==> src/rtl/regfile_write_arbiter_if.sv <==
// Write-request bundle between two requesters, the arbiter and the register file.
// The slave modport is the arbiter's view; master is the requester/regfile side.
interface regfile_write_arbiter_if #(
  parameter int num_bit_of_data   = 32,
  parameter int num_bit_of_column = 2
);
  logic                         Req0_Valid;
  logic [num_bit_of_column-1:0] Req0_Addr;
  logic [num_bit_of_data-1:0]   Req0_Data;
  logic                         Req0_Ready;
  logic                         Req1_Valid;
  logic [num_bit_of_column-1:0] Req1_Addr;
  logic [num_bit_of_data-1:0]   Req1_Data;
  logic                         Req1_Ready;
  logic                         WE;
  logic [num_bit_of_column-1:0] In_Addr;
  logic [num_bit_of_data-1:0]   Data_in;
  logic                         Grant_Id;
  logic [7:0]                   Wr_Count0;
  logic [7:0]                   Wr_Count1;

  modport master (
    output Req0_Valid, Req0_Addr, Req0_Data, Req1_Valid, Req1_Addr, Req1_Data,
    input  Req0_Ready, Req1_Ready, WE, In_Addr, Data_in, Grant_Id, Wr_Count0, Wr_Count1
  );

  modport slave (
    input  Req0_Valid, Req0_Addr, Req0_Data, Req1_Valid, Req1_Addr, Req1_Data,
    output Req0_Ready, Req1_Ready, WE, In_Addr, Data_in, Grant_Id, Wr_Count0, Wr_Count1
  );
endinterface

==> src/rtl/regfile_write_arbiter.sv <==
// Round-robin arbiter merging two register-file write requesters onto one
// write port, with a one-cycle registered write path and per-requester counters.
module regfile_write_arbiter #(
  parameter int num_bit_of_data   = 32,
  parameter int num_bit_of_column = 2
) (
  input logic                   CLK,
  input logic                   RST,
  regfile_write_arbiter_if.slave bus
);

  typedef enum logic [1:0] {
    IDLE = 2'd0,
    WR0  = 2'd1,
    WR1  = 2'd2
  } state_t;

  state_t                       state;
  state_t                       state_next;
  logic                         prio;
  logic                         grant0;
  logic                         grant1;
  logic [num_bit_of_column-1:0] addr_q;
  logic [num_bit_of_data-1:0]   data_q;
  logic [7:0]                   count0;
  logic [7:0]                   count1;

  always_comb begin
    // NOTE: every signal gets a default first so no path leaves it unassigned and infers a latch.
    grant0     = 1'b0;
    grant1     = 1'b0;
    state_next = IDLE;
    bus.WE       = (state != IDLE);
    bus.Grant_Id = (state == WR1);

    // Prio only matters when both requesters contend.
    if (!RST) begin
      if (bus.Req0_Valid && (!bus.Req1_Valid || !prio)) grant0 = 1'b1;
      else if (bus.Req1_Valid)                          grant1 = 1'b1;
    end

    if (grant0)      state_next = WR0;
    else if (grant1) state_next = WR1;
  end

  // NOTE: sequential state uses non-blocking assignments so every register samples pre-edge values.
  always_ff @(posedge CLK) begin
    if (RST) state <= IDLE;
    else     state <= state_next;
  end

  always_ff @(posedge CLK) begin
    if (RST) begin
      prio   <= 1'b0;
      addr_q <= '0;
      data_q <= '0;
      count0 <= 8'd0;
      count1 <= 8'd0;
    end else if (grant0) begin
      prio   <= 1'b1;
      addr_q <= bus.Req0_Addr;
      data_q <= bus.Req0_Data;
      count0 <= count0 + 8'd1;
    end else if (grant1) begin
      prio   <= 1'b0;
      addr_q <= bus.Req1_Addr;
      data_q <= bus.Req1_Data;
      count1 <= count1 + 8'd1;
    end
  end

  assign bus.Req0_Ready = grant0;
  assign bus.Req1_Ready = grant1;
  assign bus.In_Addr    = addr_q;
  assign bus.Data_in    = data_q;
  assign bus.Wr_Count0  = count0;
  assign bus.Wr_Count1  = count1;

endmodule

==> src/flat_wrapper.sv <==
// flat-port wrapper written by rule: the top's interface ports become plain ports
module regfile_write_arbiter_flat 
#(
  parameter int num_bit_of_data   = 32,
  parameter int num_bit_of_column = 2
)
  (CLK, RST, bus_Req0_Valid, bus_Req0_Addr, bus_Req0_Data, bus_Req1_Valid, bus_Req1_Addr, bus_Req1_Data, bus_Req0_Ready, bus_Req1_Ready, bus_WE, bus_In_Addr, bus_Data_in, bus_Grant_Id, bus_Wr_Count0, bus_Wr_Count1);
  regfile_write_arbiter_if #(.num_bit_of_data(num_bit_of_data), .num_bit_of_column(num_bit_of_column)) bus_i ();
  input logic CLK;
  input logic RST;
  input wire logic [$bits(bus_i.Req0_Valid)-1:0] bus_Req0_Valid;
  input wire logic [$bits(bus_i.Req0_Addr)-1:0] bus_Req0_Addr;
  input wire logic [$bits(bus_i.Req0_Data)-1:0] bus_Req0_Data;
  input wire logic [$bits(bus_i.Req1_Valid)-1:0] bus_Req1_Valid;
  input wire logic [$bits(bus_i.Req1_Addr)-1:0] bus_Req1_Addr;
  input wire logic [$bits(bus_i.Req1_Data)-1:0] bus_Req1_Data;
  output wire logic [$bits(bus_i.Req0_Ready)-1:0] bus_Req0_Ready;
  output wire logic [$bits(bus_i.Req1_Ready)-1:0] bus_Req1_Ready;
  output wire logic [$bits(bus_i.WE)-1:0] bus_WE;
  output wire logic [$bits(bus_i.In_Addr)-1:0] bus_In_Addr;
  output wire logic [$bits(bus_i.Data_in)-1:0] bus_Data_in;
  output wire logic [$bits(bus_i.Grant_Id)-1:0] bus_Grant_Id;
  output wire logic [$bits(bus_i.Wr_Count0)-1:0] bus_Wr_Count0;
  output wire logic [$bits(bus_i.Wr_Count1)-1:0] bus_Wr_Count1;
  assign bus_i.Req0_Valid = bus_Req0_Valid;
  assign bus_i.Req0_Addr = bus_Req0_Addr;
  assign bus_i.Req0_Data = bus_Req0_Data;
  assign bus_i.Req1_Valid = bus_Req1_Valid;
  assign bus_i.Req1_Addr = bus_Req1_Addr;
  assign bus_i.Req1_Data = bus_Req1_Data;
  assign bus_Req0_Ready = bus_i.Req0_Ready;
  assign bus_Req1_Ready = bus_i.Req1_Ready;
  assign bus_WE = bus_i.WE;
  assign bus_In_Addr = bus_i.In_Addr;
  assign bus_Data_in = bus_i.Data_in;
  assign bus_Grant_Id = bus_i.Grant_Id;
  assign bus_Wr_Count0 = bus_i.Wr_Count0;
  assign bus_Wr_Count1 = bus_i.Wr_Count1;
  regfile_write_arbiter #(.num_bit_of_data(num_bit_of_data), .num_bit_of_column(num_bit_of_column)) u_core (.CLK(CLK), .RST(RST), .bus(bus_i));
endmodule
==> config.mk <==
export PLATFORM = sky130hd
export DESIGN_NAME = regfile_write_arbiter_flat
export DESIGN_NICKNAME = d
export VERILOG_FILES = /design/src/rtl/regfile_write_arbiter_if.sv /design/src/rtl/regfile_write_arbiter.sv /design/src/flat_wrapper.sv
export SDC_FILE = /design/constraint.sdc
export NUM_CORES = 1
export LEC_CHECK = 0
export ABC_AREA = 1
export CORE_MARGIN = 2
export CORE_UTILIZATION = 45
export DETAILED_ROUTE_END_ITERATION = 8
export GPL_TIMING_DRIVEN = 0
export PLACE_DENSITY = 0.91
export SYNTH_ARGS = -nofsm -noshare
export SYNTH_HDL_FRONTEND = slang
export SYNTH_SLANG_ARGS = --single-unit
export TNS_END_PERCENT = 30
==> constraint.sdc <==
create_clock -name CLK -period 3.5 [get_ports CLK]
set_input_delay 0.7 -clock CLK [delete_from_list [all_inputs] [get_ports CLK]]
set_output_delay 0.7 -clock CLK [all_outputs]
set_load 0.05 [all_outputs]
==> reports/metrics.cfg, run 1 <==
[outcome]
status = completed

[placed_design]
place_ws_ns = 0.000286
io_buffers = 124
placed_area_sq_um = 4140
dp_hpwl_mm = 5.99
gp_congestion = 0.819

[clocking]
clk_pin_slew_ns = 0.09
cts_tree = done
cts_root_buf = clkbuf_8
clk_latency_ns = 0.30
numCtsBuffers = 5
max-clock-path-buffers = 2
cts.hold.buffers_added = 0
cts.sinks = 53
postCtsSetupRepairBufs = 0
htree_num_levels = 2
cts-resized-gates = 1

[timing]
finalCritPeriodShare_pct = 92.6
slew_headroom_pct = 64.4
worst_pin_slew_ns = 0.533
setup_tns_ns = 0
min_period_ns = 3.24
rsz0062_at_grt = false
slew_viol_final = 0
clock_skew_ns = 0.00443
finalSetupViolCount = 0
timing.fmax_mhz = 308
fin_ws_ns = 0.258
hold_viol_final = 0

[final_layout]
fin_nets = 658
drive_gt1_share_pct = 4.96
syn2layout_area_growth_pct = 51.7
stdcell_area_sq_um = 4260
utilization_pct = 71.1
diodes = 0

[floorplan]
die-width_microns = 83.0
io_pins = 126
num_rows = 28
core_sq_um = 5990
initial_core_util_pct = 46.9
die_h_microns = 83.0
die_area_sq_um = 6890

[worst_setup_path]
crit_family = buffers and inverters
worstRegToRegCells = 7
path_common_cell = buf_6
arrival_ns = 2.54
reg2reg_slack_ns = 2.05
cp_max_fo = 10
required_ns = 2.80
startpoint = bus_Req1_Valid
path_buf_inv = 5
crit_type = primary input to output pin
worst_path_max_delay_cell = clkdlybuf4s50_1
r2r_end = u_core.bus.Data_in[15]$_SDFFE_PP0P_
slowest_delay_ns = 0.54
critPathCaptureType = output pin
cp_cell_sequence = clkdlybuf4s50_1 -> nand2_2 -> nand3_4 -> inv_2 -> buf_6 -> buf_6 -> dlygate4sd2_1
r2r-start = u_core.prio$_SDFFE_PP0P_
critPathLaunchType = primary input
crit_cells = 7

[power_and_ir_drop]
finalPower_mw = 1.62
swShare_pct = 32.9
p_leak_nw = 2.06
power_frac_seq_pct = 41.5
peakVddDrop_mv = 0.225
power_frac_clock_pct = 26.6
share_comb_of_total_power_pct = 32.0
p_switching_uw = 533
cellPowerDensity_nw_per_um2 = 380
intPower_mw = 1.09

[worst_hold_path]
hp-class = flip-flop to flip-flop
min_to = u_core.bus.Wr_Count0[6]$_SDFFE_PP0N_
holdPathStages = 1
holdCritStartpoint = u_core.bus.Wr_Count0[6]$_SDFFE_PP0N_

[routing]
detail_route.wl_per_cell_microns = 11.7
post-route-drc-count = 0
finalWirelength_mm = 7.75
vias = 3067
drt-initial-drc-count = 118
dr.pass1.iters = 4
viasPerCell = 4.65
final_antenna_net_count = 0

[logic_synthesis]
ys_top_cells_by_area = dfxtp_1 38%, nand2_1 17%, nor2_1 12%, inv_1 11%, a31oi_1 7.8%
syn-cell-area_sq_um = 2810
yosys.cell_types.count = 30
yosysSeqAreaShare_pct = 37.8
yosysWarnings = 0
yosysTopAreaCell = dfxtp_1
synthArstFlopShare_pct = 0
avgSynthCellArea_sq_um = 6.20
synth-edff-count = 0
netlist_instances = 453
synth_top_area_share_pct = 37.8
mappedNetlistNets = 527
synth_ff_type = dfxtp_1
ys_seq_elements = 53

[global_route]
grt_pass1_wl_mm = 13.1
grt_usage_pct = 22.6
grt_pass1_vias = 2992
antenna_found_initial = 0
overflow = 0
grt_max_degree = 16

[flow_run]
cap_violations = 0

-- synthesized netlist by cell type, types with 2 or more instances --
master	count
nor2_1	89
nor3_1	2
nand2_1	125
ha_1	2
inv_1	83
clkbuf_1	7
buf_2	8
a31oi_1	35
dfxtp_1	53
nand3_1	16
a21oi_1	5
buf_6	4
o21ai_0	3
buf_1	3
buf_4	2
xnor2_1	2
-- power groups by stage --
stage	sequential, mW	combinational [mW]	clock, mW
after global placement	0.683	0.509	0
after detailed placement	0.686	0.519	0
after global routing	0.677	0.560	0.454
final	0.672	0.518	0.431
after floorplan	0.826	0.171	0
after CTS	0.672	0.521	0.437
-- logic make-up after synthesis --
kind of cell	count (synthesis)	share of synthesized area, %
AO/OA/AOI/OAI	46	9.98
buffers and inverters	110	16.4
XOR/XNOR	3	0.936
flip-flops	53	37.8
adder cells (fa/ha/maj)	2	0.891
AND/OR/NAND/NOR	239	34.0
-- per-layer routing --
| layer | vias up | wire (microns) | global-route usage, % |
|---|---|---|---|
| met2 | 92 | 3880 | 43.0 |
| met5 | - | 0 | 0 |
| li1 | 1623 | - | - |
| met4 | 0 | 55 | 4.77 |
| met3 | 5 | 528 | 4.97 |
| met1 | 1347 | 3280 | 25.6 |
-- registers in the layout (all words and copies together) (netlist names) --
signal,cells
u_core.bus.Wr_Count0,8
u_core.bus.Data_in,32
u_core.state,2
u_core.prio,1
u_core.bus.Wr_Count1,8
u_core.bus.In_Addr,2
-- worst max-delay path by stage --
stage	to	slack, ns
2_1_floorplan	bus_Req0_Ready	1.37
3_3_place_gp	bus_Req0_Ready	0.05
3_5_place_dp	bus_Req0_Ready	0.0003
4_1_cts	bus_Req1_Ready	0.07
5_1_grt	bus_Req0_Ready	0.19
6_report	bus_Req0_Ready	0.26
-- per-stage QoR --
step           std cells  hold slack, ns
2_1_floorplan        453           0.536
3_3_place_gp         652           0.466
3_5_place_dp         652           0.491
4_1_cts              660           0.511
5_1_grt              660           0.544
6_report             660           0.509
-- cells in the final DEF, fill, tap and decap left out, types with 4 or more instances in the layout --
master           instances
nand2_1                125
clkdlybuf4s50_1        122
nor2_1                  89
inv_1                   83
dfxtp_1                 53
a31oi_1                 35
nand3_1                 16
buf_2                    8
clkbuf_1                 8
clkbuf_8                 6
a21oi_1                  5
buf_6                    4
-- final cells by class --
cell class / instances / area, sq um
flip-flops and latches: 53 / 1060
clock buffers: 7 / 86.3
fillers: 514 / 1730
repair buffers: 124 / 1240
clock inverters: 1 / 30.0
well taps: 75 / 93.8
multi-input cells: 290 / 1290
inverters: 86 / 324
plain buffers: 24 / 138
No activity file was read; power rests on OpenSTA's default activity.
==> inputs of run 2 (changes only) <==
- ABC_AREA: 1 -> unset
- CORE_MARGIN: 2 -> 4
- CORE_UTILIZATION: 45 -> 42
- PLACE_DENSITY: 0.91 -> unset
- PLACE_DENSITY_LB_ADDON: unset -> 0.2
==> run 2 against run 1 <==
Compared with the run above: final cell count decreased by 25%; synthesized area shrank 15%; clock power up 1%; synthesized cell count down 35%; core utilization decreased by 1.8 points; highest routed layer unchanged; critical path depth fell by 2.
==> reports/metrics.cfg, run 2 <==
[routing]
final_antenna_net_count = 0  ; unchanged
drt-initial-drc-count = 129  ; +9.3%
post-route-drc-count = 0  ; unchanged
finalWirelength_mm = 7.27  ; -6.2%
dr.pass1.iters = 4  ; unchanged
viasPerCell = 5.23  ; +13%
vias = 2601  ; -15%
detail_route.wl_per_cell_microns = 14.6  ; +25%

[final_layout]
multi_input_area_sq_um = 1190  ; -7.4%
diodes = 0  ; unchanged
largest_reg_flops = 32  ; unchanged
num-fill-cells = 457  ; -11%
layout_common_cells = 122 x clkdlybuf4s50_1, 78 x nand2_1, 53 x dfxtp_1, 37 x nand3_1, 34 x o211ai_1
drive_gt1_share_pct = 8.24  ; +3.3 points
layout_commonest_cell = clkdlybuf4s50_1
syn2layout_area_growth_pct = 60.3
regArea_sq_um = 1060  ; unchanged
fin_nets = 498  ; -24%

[worst_setup_path]
critPathLaunchType = primary input
crit_cells = 5  ; -2
worstRegToRegCells = 4  ; -3
slowest_delay_ns = 0.82  ; +0.28 ns
r2r_end = u_core.bus.Wr_Count1[6]$_SDFFE_PP0P_
critPathCaptureType = output pin
required_ns = 2.80  ; about the same
startpoint = bus_Req0_Valid
cp_max_fo = 10  ; unchanged
cp_cell_sequence = clkdlybuf4s50_1 -> nor2b_1 -> buf_2 -> nor2_1 -> clkdlybuf4s50_1
arrival_ns = 2.58  ; +0.04 ns
path_buf_inv = 3  ; -2
r2r-start = u_core.prio$_SDFFE_PP0P_
path_common_cell = clkdlybuf4s50_1
crit_family = buffers and inverters
worst_path_max_delay_cell = clkdlybuf4s50_1
reg2reg_slack_ns = 2.00  ; -0.05 ns
cp-endpoint = bus_Req1_Ready
crit_type = primary input to output pin

[logic_synthesis]
yosysWarnings = 0  ; unchanged
mappedNetlistNets = 368  ; -30%
syn-cell-area_sq_um = 2380  ; -15%
avgSynthCellArea_sq_um = 8.11  ; +31%
ys_seq_elements = 53  ; unchanged
yosysMostFrequentCell = nand2_1
ys_top_cells_by_area = dfxtp_1 45%, nand2_1 12%, o211ai_1 11%, nand3_1 7.8%, buf_2 2.5%
yosys.cell_types.count = 32  ; +6.7%
synthTopCellsByCount = 78 x nand2_1, 53 x dfxtp_1, 37 x nand3_1, 34 x o211ai_1, 12 x buf_2
yosysSeqAreaShare_pct = 44.5  ; +6.7 points
yosysTopAreaCell = dfxtp_1
netlist_instances = 294  ; -35%
synth_ff_type = dfxtp_1
synthArstFlopShare_pct = 0  ; unchanged
synth-edff-count = 0  ; unchanged
synth_top_area_share_pct = 44.5  ; +6.7 points

[timing]
slew_headroom_pct = 64.3  ; about the same
setup_tns_ns = 0  ; unchanged
finalSetupViolCount = 0  ; unchanged
slew_viol_final = 0  ; unchanged
min_period_ns = 3.28  ; +0.0362 ns
worst_pin_slew_ns = 0.534  ; +0.000929 ns
rsz0062_at_grt = false
clock_skew_ns = 0.00769  ; +0.00326 ns
timing.fmax_mhz = 305  ; -1.1%
finalCritPeriodShare_pct = 93.7  ; +1.0 points
whs_ns = 0.474  ; -0.0347 ns
hold_viol_final = 0  ; unchanged

[global_route]
antenna_found_initial = 0  ; unchanged
grt_usage_pct = 21.1  ; -1.5 points
grt_max_degree = 17  ; +1
grt_pass1_wl_mm = 12.1  ; -7.8%
overflow = 0  ; unchanged
grt_pass1_vias = 2598  ; -13%

[placed_design]
dp_hpwl_mm = 5.55  ; -7.3%
io_buffers = 123  ; -0.81%
gp_congestion = 0.747  ; -8.9%

[clocking]
cts.sinks = 53  ; unchanged
htree_num_levels = 2  ; unchanged
clk_pin_slew_ns = 0.09  ; about the same
clk_latency_ns = 0.31  ; about the same
postCtsSetupRepairBufs = 0  ; unchanged
max-clock-path-buffers = 2  ; unchanged
cts_root_buf = clkbuf_8
numCtsBuffers = 5  ; unchanged
cts_tree = done

[power_and_ir_drop]
peakVddDrop_mv = 0.223  ; -0.78%
finalPower_mw = 1.55  ; -4.1%
p_leak_nw = 1.36  ; -34%
cellPowerDensity_nw_per_um2 = 407  ; +7.0%

[worst_hold_path]
hp-class = flip-flop to flip-flop
holdPathStages = 2  ; +1

[floorplan]
core_sq_um = 5510  ; -8.1%
die-width_microns = 83.3  ; +0.40%
io_pins = 126  ; unchanged
die_area_sq_um = 6940  ; +0.80%
die_h_microns = 83.3  ; +0.40%
num_rows = 27  ; -3.6%
initial_core_util_pct = 43.3  ; -3.6 points

[flow_run]
cap_violations = 0  ; unchanged

[outcome]
status = completed

==> run 2: cell types whose count changed in the layout (fill, tap and decap cells not counted), moves of 4 or more <==
cell / previous run / this run
a31oi_1: 35 / 0
buf_2: 8 / 12
buf_6: 4 / 0
inv_1: 83 / 3
mux2_2: 0 / 4
nand2_1: 125 / 78
nand3_1: 16 / 37
nor2_1: 89 / 8
nor2b_1: 0 / 7
o211ai_1: 0 / 34
==> run 2: logic make-up (layout without fill, tap and decap cells) <==
logic type	after synthesis	in the layout	synth area share [%]
mux	7	7	3.15
fa+ha+maj	2	2	1.05
compound gates	52	52	15.5
simple gates	152	152	29.9
flops	53	53	44.5
xor+xnor	1	1	0.368
buf+inv	27	158	5.51
==> run 2: where the power goes <==
group	total, mW	switching [mW]	internal [mW]
Combinational	0.446	0.262	0.184
Clock	0.436	0.203	0.233
Sequential	0.672	0.0252	0.647
==> run 2: layer usage <==
layer	wire (microns)	GRT usage, %	vias to the layer above
met5	0	0	-
met4	167	7.88	0
met1	2850	23.9	1210
li1	-	-	1284
met2	3590	35.9	93
met3	658	8.23	14
==> run 2: what timing repair did <==
action / in CTS / in global routing
hold buffers: 0 / 0
endpoints found under the setup margin: 1 / 1
resized for setup: 1 / 2
==> run 2: area by class of cell <==
cell class                 instances  area share (%)
sequential                        53            27.8
tap                               72            2.36
timing repair buffer             123            32.1
buffer                            24            3.14
clock buffer                       6            2.16
multi-input combinational        214            31.2
clock inverter                     2           0.983
inverter                           3           0.295
==> run 2: worst reg2reg max path: stages, from the launching register on <==
cell	delay, ns
dfxtp_1	0.42
nor2b_1	0.08
buf_2	0.18
nor4_1	0.35
mux2_2	0.37
==> run 2: per-stage QoR <==
stage               instance area [sq um]  cells  setup slack, ns  util, %
floorplan                            2380    294            0.993        -
global placement                     3700    489           -0.179     67.3
detailed placement                   3700    489           -0.203     67.3
CTS                                  3820    497           0.0578     69.4
global route                         3820    497            0.113     69.4
finish                               3820    497            0.222     69.4
==> run 2: worst min path at each step <==
| stage | startpoint | end | slack [ns] |
|---|---|---|---|
| after detailed placement | u_core.bus.Data_in[0]$_SDFFE_PP0P_ | u_core.bus.Data_in[0]$_SDFFE_PP0P_ | 0.46 |
| after global placement | u_core.bus.Data_in[20]$_SDFFE_PP0P_ | u_core.bus.Data_in[20]$_SDFFE_PP0P_ | 0.45 |
| after CTS | u_core.bus.Data_in[0]$_SDFFE_PP0P_ | u_core.bus.Data_in[0]$_SDFFE_PP0P_ | 0.48 |
| after floorplan | u_core.prio$_SDFFE_PP0P_ | u_core.prio$_SDFFE_PP0P_ | 0.49 |
| final | u_core.bus.Data_in[0]$_SDFFE_PP0P_ | u_core.bus.Data_in[0]$_SDFFE_PP0P_ | 0.47 |
| after global routing | u_core.bus.Wr_Count0[7]$_SDFFE_PP0N_ | u_core.bus.Wr_Count0[7]$_SDFFE_PP0N_ | 0.50 |
==> inputs of run 3 (changes only) <==
- MAX_ROUTING_LAYER: unset -> met4
==> run 3 against run 2 <==
Compared with the run above: global-route usage rose by 0.57 points; total power about the same; die area unchanged; register-to-register slack hardly changed; largest power group unchanged; critical path type unchanged; fmax rose by 0.28%; hold slack about the same; largest cell class unchanged.
==> reports/metrics.cfg, run 3 (synthesis results as in run 2) <==
[final_layout]
multi_input_area_sq_um = 1190  ; unchanged
syn2layout_area_growth_pct = 60.3  ; unchanged
layout_commonest_cell = clkdlybuf4s50_1
num-fill-cells = 457  ; unchanged
instances_no_fill = 497  ; unchanged
diodes = 0  ; unchanged
largest_reg_flops = 32  ; unchanged
fin_nets = 498  ; unchanged
layout_common_cells = 122 x clkdlybuf4s50_1, 78 x nand2_1, 53 x dfxtp_1, 37 x nand3_1, 34 x o211ai_1
drive_gt1_share_pct = 8.24  ; unchanged
regArea_sq_um = 1060  ; unchanged

[global_route]
grt_pass1_wl_mm = 12.1  ; unchanged
met3_usage_pct = 6.05  ; -2.2 points
antenna_found_initial = 0  ; unchanged
grt_max_degree = 17  ; unchanged
met1_usage_pct = 25.1  ; +1.3 points
grt_usage_pct = 21.7  ; +0.57 points
grtUsageMet2_pct = 35.9  ; unchanged
busiest_layer = met2
overflow = 0  ; unchanged
grt_pass1_vias = 2607  ; +0.35%

[power_and_ir_drop]
finalPower_mw = 1.55  ; about the same
cellPowerDensity_nw_per_um2 = 407  ; about the same
p_leak_nw = 1.36  ; unchanged
peakVddDrop_mv = 0.221  ; -0.96%

[timing]
hold_viol_final = 0  ; unchanged
slew_viol_final = 0  ; unchanged
slew_headroom_pct = 64.7  ; +0.40 points
clock_skew_ns = 0.00919  ; +0.00149 ns
finalCritPeriodShare_pct = 93.4  ; -0.26 points
whs_ns = 0.474  ; +0.000261 ns
worst_pin_slew_ns = 0.528  ; -0.00591 ns
timing.fmax_mhz = 306  ; +0.28%
rsz0062_at_grt = false
finalSetupViolCount = 0  ; unchanged
min_period_ns = 3.27  ; -0.00922 ns

[worst_hold_path]
holdPathStages = 2  ; unchanged
hp-class = flip-flop to flip-flop

[routing]
finalWirelength_mm = 7.23  ; -0.45%
post-route-drc-count = 0  ; unchanged
viasPerCell = 5.24  ; +0.15%
final_antenna_net_count = 0  ; unchanged
vias = 2605  ; +0.15%
dr.pass1.iters = 4  ; unchanged
drt-initial-drc-count = 128  ; -0.78%
detail_route.wl_per_cell_microns = 14.6  ; -0.45%

[floorplan]
num_rows = 27  ; unchanged
initial_core_util_pct = 43.3  ; unchanged
core_sq_um = 5510  ; unchanged
die-width_microns = 83.3  ; unchanged
die_area_sq_um = 6940  ; unchanged
io_pins = 126  ; unchanged
die_h_microns = 83.3  ; unchanged

[placed_design]
dp_hpwl_mm = 5.55  ; unchanged
gp_congestion = 0.756  ; +1.3%
io_buffers = 123  ; unchanged
placed_cells = 489  ; unchanged

[worst_setup_path]
worst_path_max_delay_cell = clkdlybuf4s50_1
crit_type = primary input to output pin
worstRegToRegCells = 4  ; unchanged
cp_max_fo = 10  ; unchanged
critPathCaptureType = output pin
critPathLaunchType = primary input
required_ns = 2.80  ; about the same
cp_cell_sequence = clkdlybuf4s50_1 -> nor2b_1 -> buf_2 -> nor2_1 -> clkdlybuf4s50_1
slowest_delay_ns = 0.83  ; about the same
arrival_ns = 2.57  ; about the same
path_common_cell = clkdlybuf4s50_1

[outcome]
status = completed

[flow_run]
cap_violations = 0  ; unchanged

[clocking]
max-clock-path-buffers = 2  ; unchanged
numCtsBuffers = 5  ; unchanged
clk_latency_ns = 0.31  ; about the same
postCtsSetupRepairBufs = 0  ; unchanged
cts.sinks = 53  ; unchanged
cts_root_buf = clkbuf_8
clk_pin_slew_ns = 0.09  ; about the same
cts_tree = done
htree_num_levels = 2  ; unchanged

run 3: cell type report:
cell class / count / share of cell area [%]
inverter: 3 / 0.295
clock buffer: 6 / 2.16
timing repair buffer: 123 / 32.1
multi-input combinational: 214 / 31.2
clock inverter: 2 / 0.983
buffer: 24 / 3.14
tap: 72 / 2.36
sequential: 53 / 27.8
run 3: per-layer routing:
layer	vias to the layer above	part of all wire, %
met3	15	7.5
met4	0	2.4
met1	1210	41
li1	1287	-
met2	93	49
met5	-	0
run 3: report_power, final:
| part | switching, mW | internal (mW) | total (mW) |
|---|---|---|---|
| logic | 0.262 | 0.184 | 0.446 |
| registers | 0.0253 | 0.647 | 0.672 |
| clock network | 0.204 | 0.233 | 0.437 |
run 3: through the flow:
stage          setup slack (ns)  setup TNS, ns  instance area, sq um  utilization (%)
2_1_floorplan             0.993              0                  2380                -
3_3_place_gp             -0.179         -0.179                  3700             67.3
3_5_place_dp             -0.203         -0.203                  3700             67.3
4_1_cts                  0.0578              0                  3820             69.4
5_1_grt                   0.113              0                  3820             69.4
6_report                  0.231              0                  3820             69.4
run 3: critical path: cells and delay by family:
kind / cells / cell delay (ns)
buffers and inverters: 3 / 1.53
and+or+nand+nor: 2 / 0.35
run 3: path summary, 6_finish.rpt:
| check | start | slack (ns) | to |
|---|---|---|---|
| worst max-delay path | bus_Req0_Valid | 0.23 | bus_Req1_Ready |
| worst min-delay path | u_core.bus.Data_in[0]$_SDFFE_PP0P_ | 0.47 | u_core.bus.Data_in[0]$_SDFFE_PP0P_ |
| worst max register to register | u_core.prio$_SDFFE_PP0P_ | 2.00 | u_core.bus.Wr_Count1[6]$_SDFFE_PP0P_ |
| worst min register to register | u_core.bus.Data_in[0]$_SDFFE_PP0P_ | 0.47 | u_core.bus.Data_in[0]$_SDFFE_PP0P_ |
run 3: what timing repair did:
action / in CTS / in global routing
resized for setup: 1 / 2
hold buffers: 0 / 0
endpoints found under the setup margin: 1 / 1
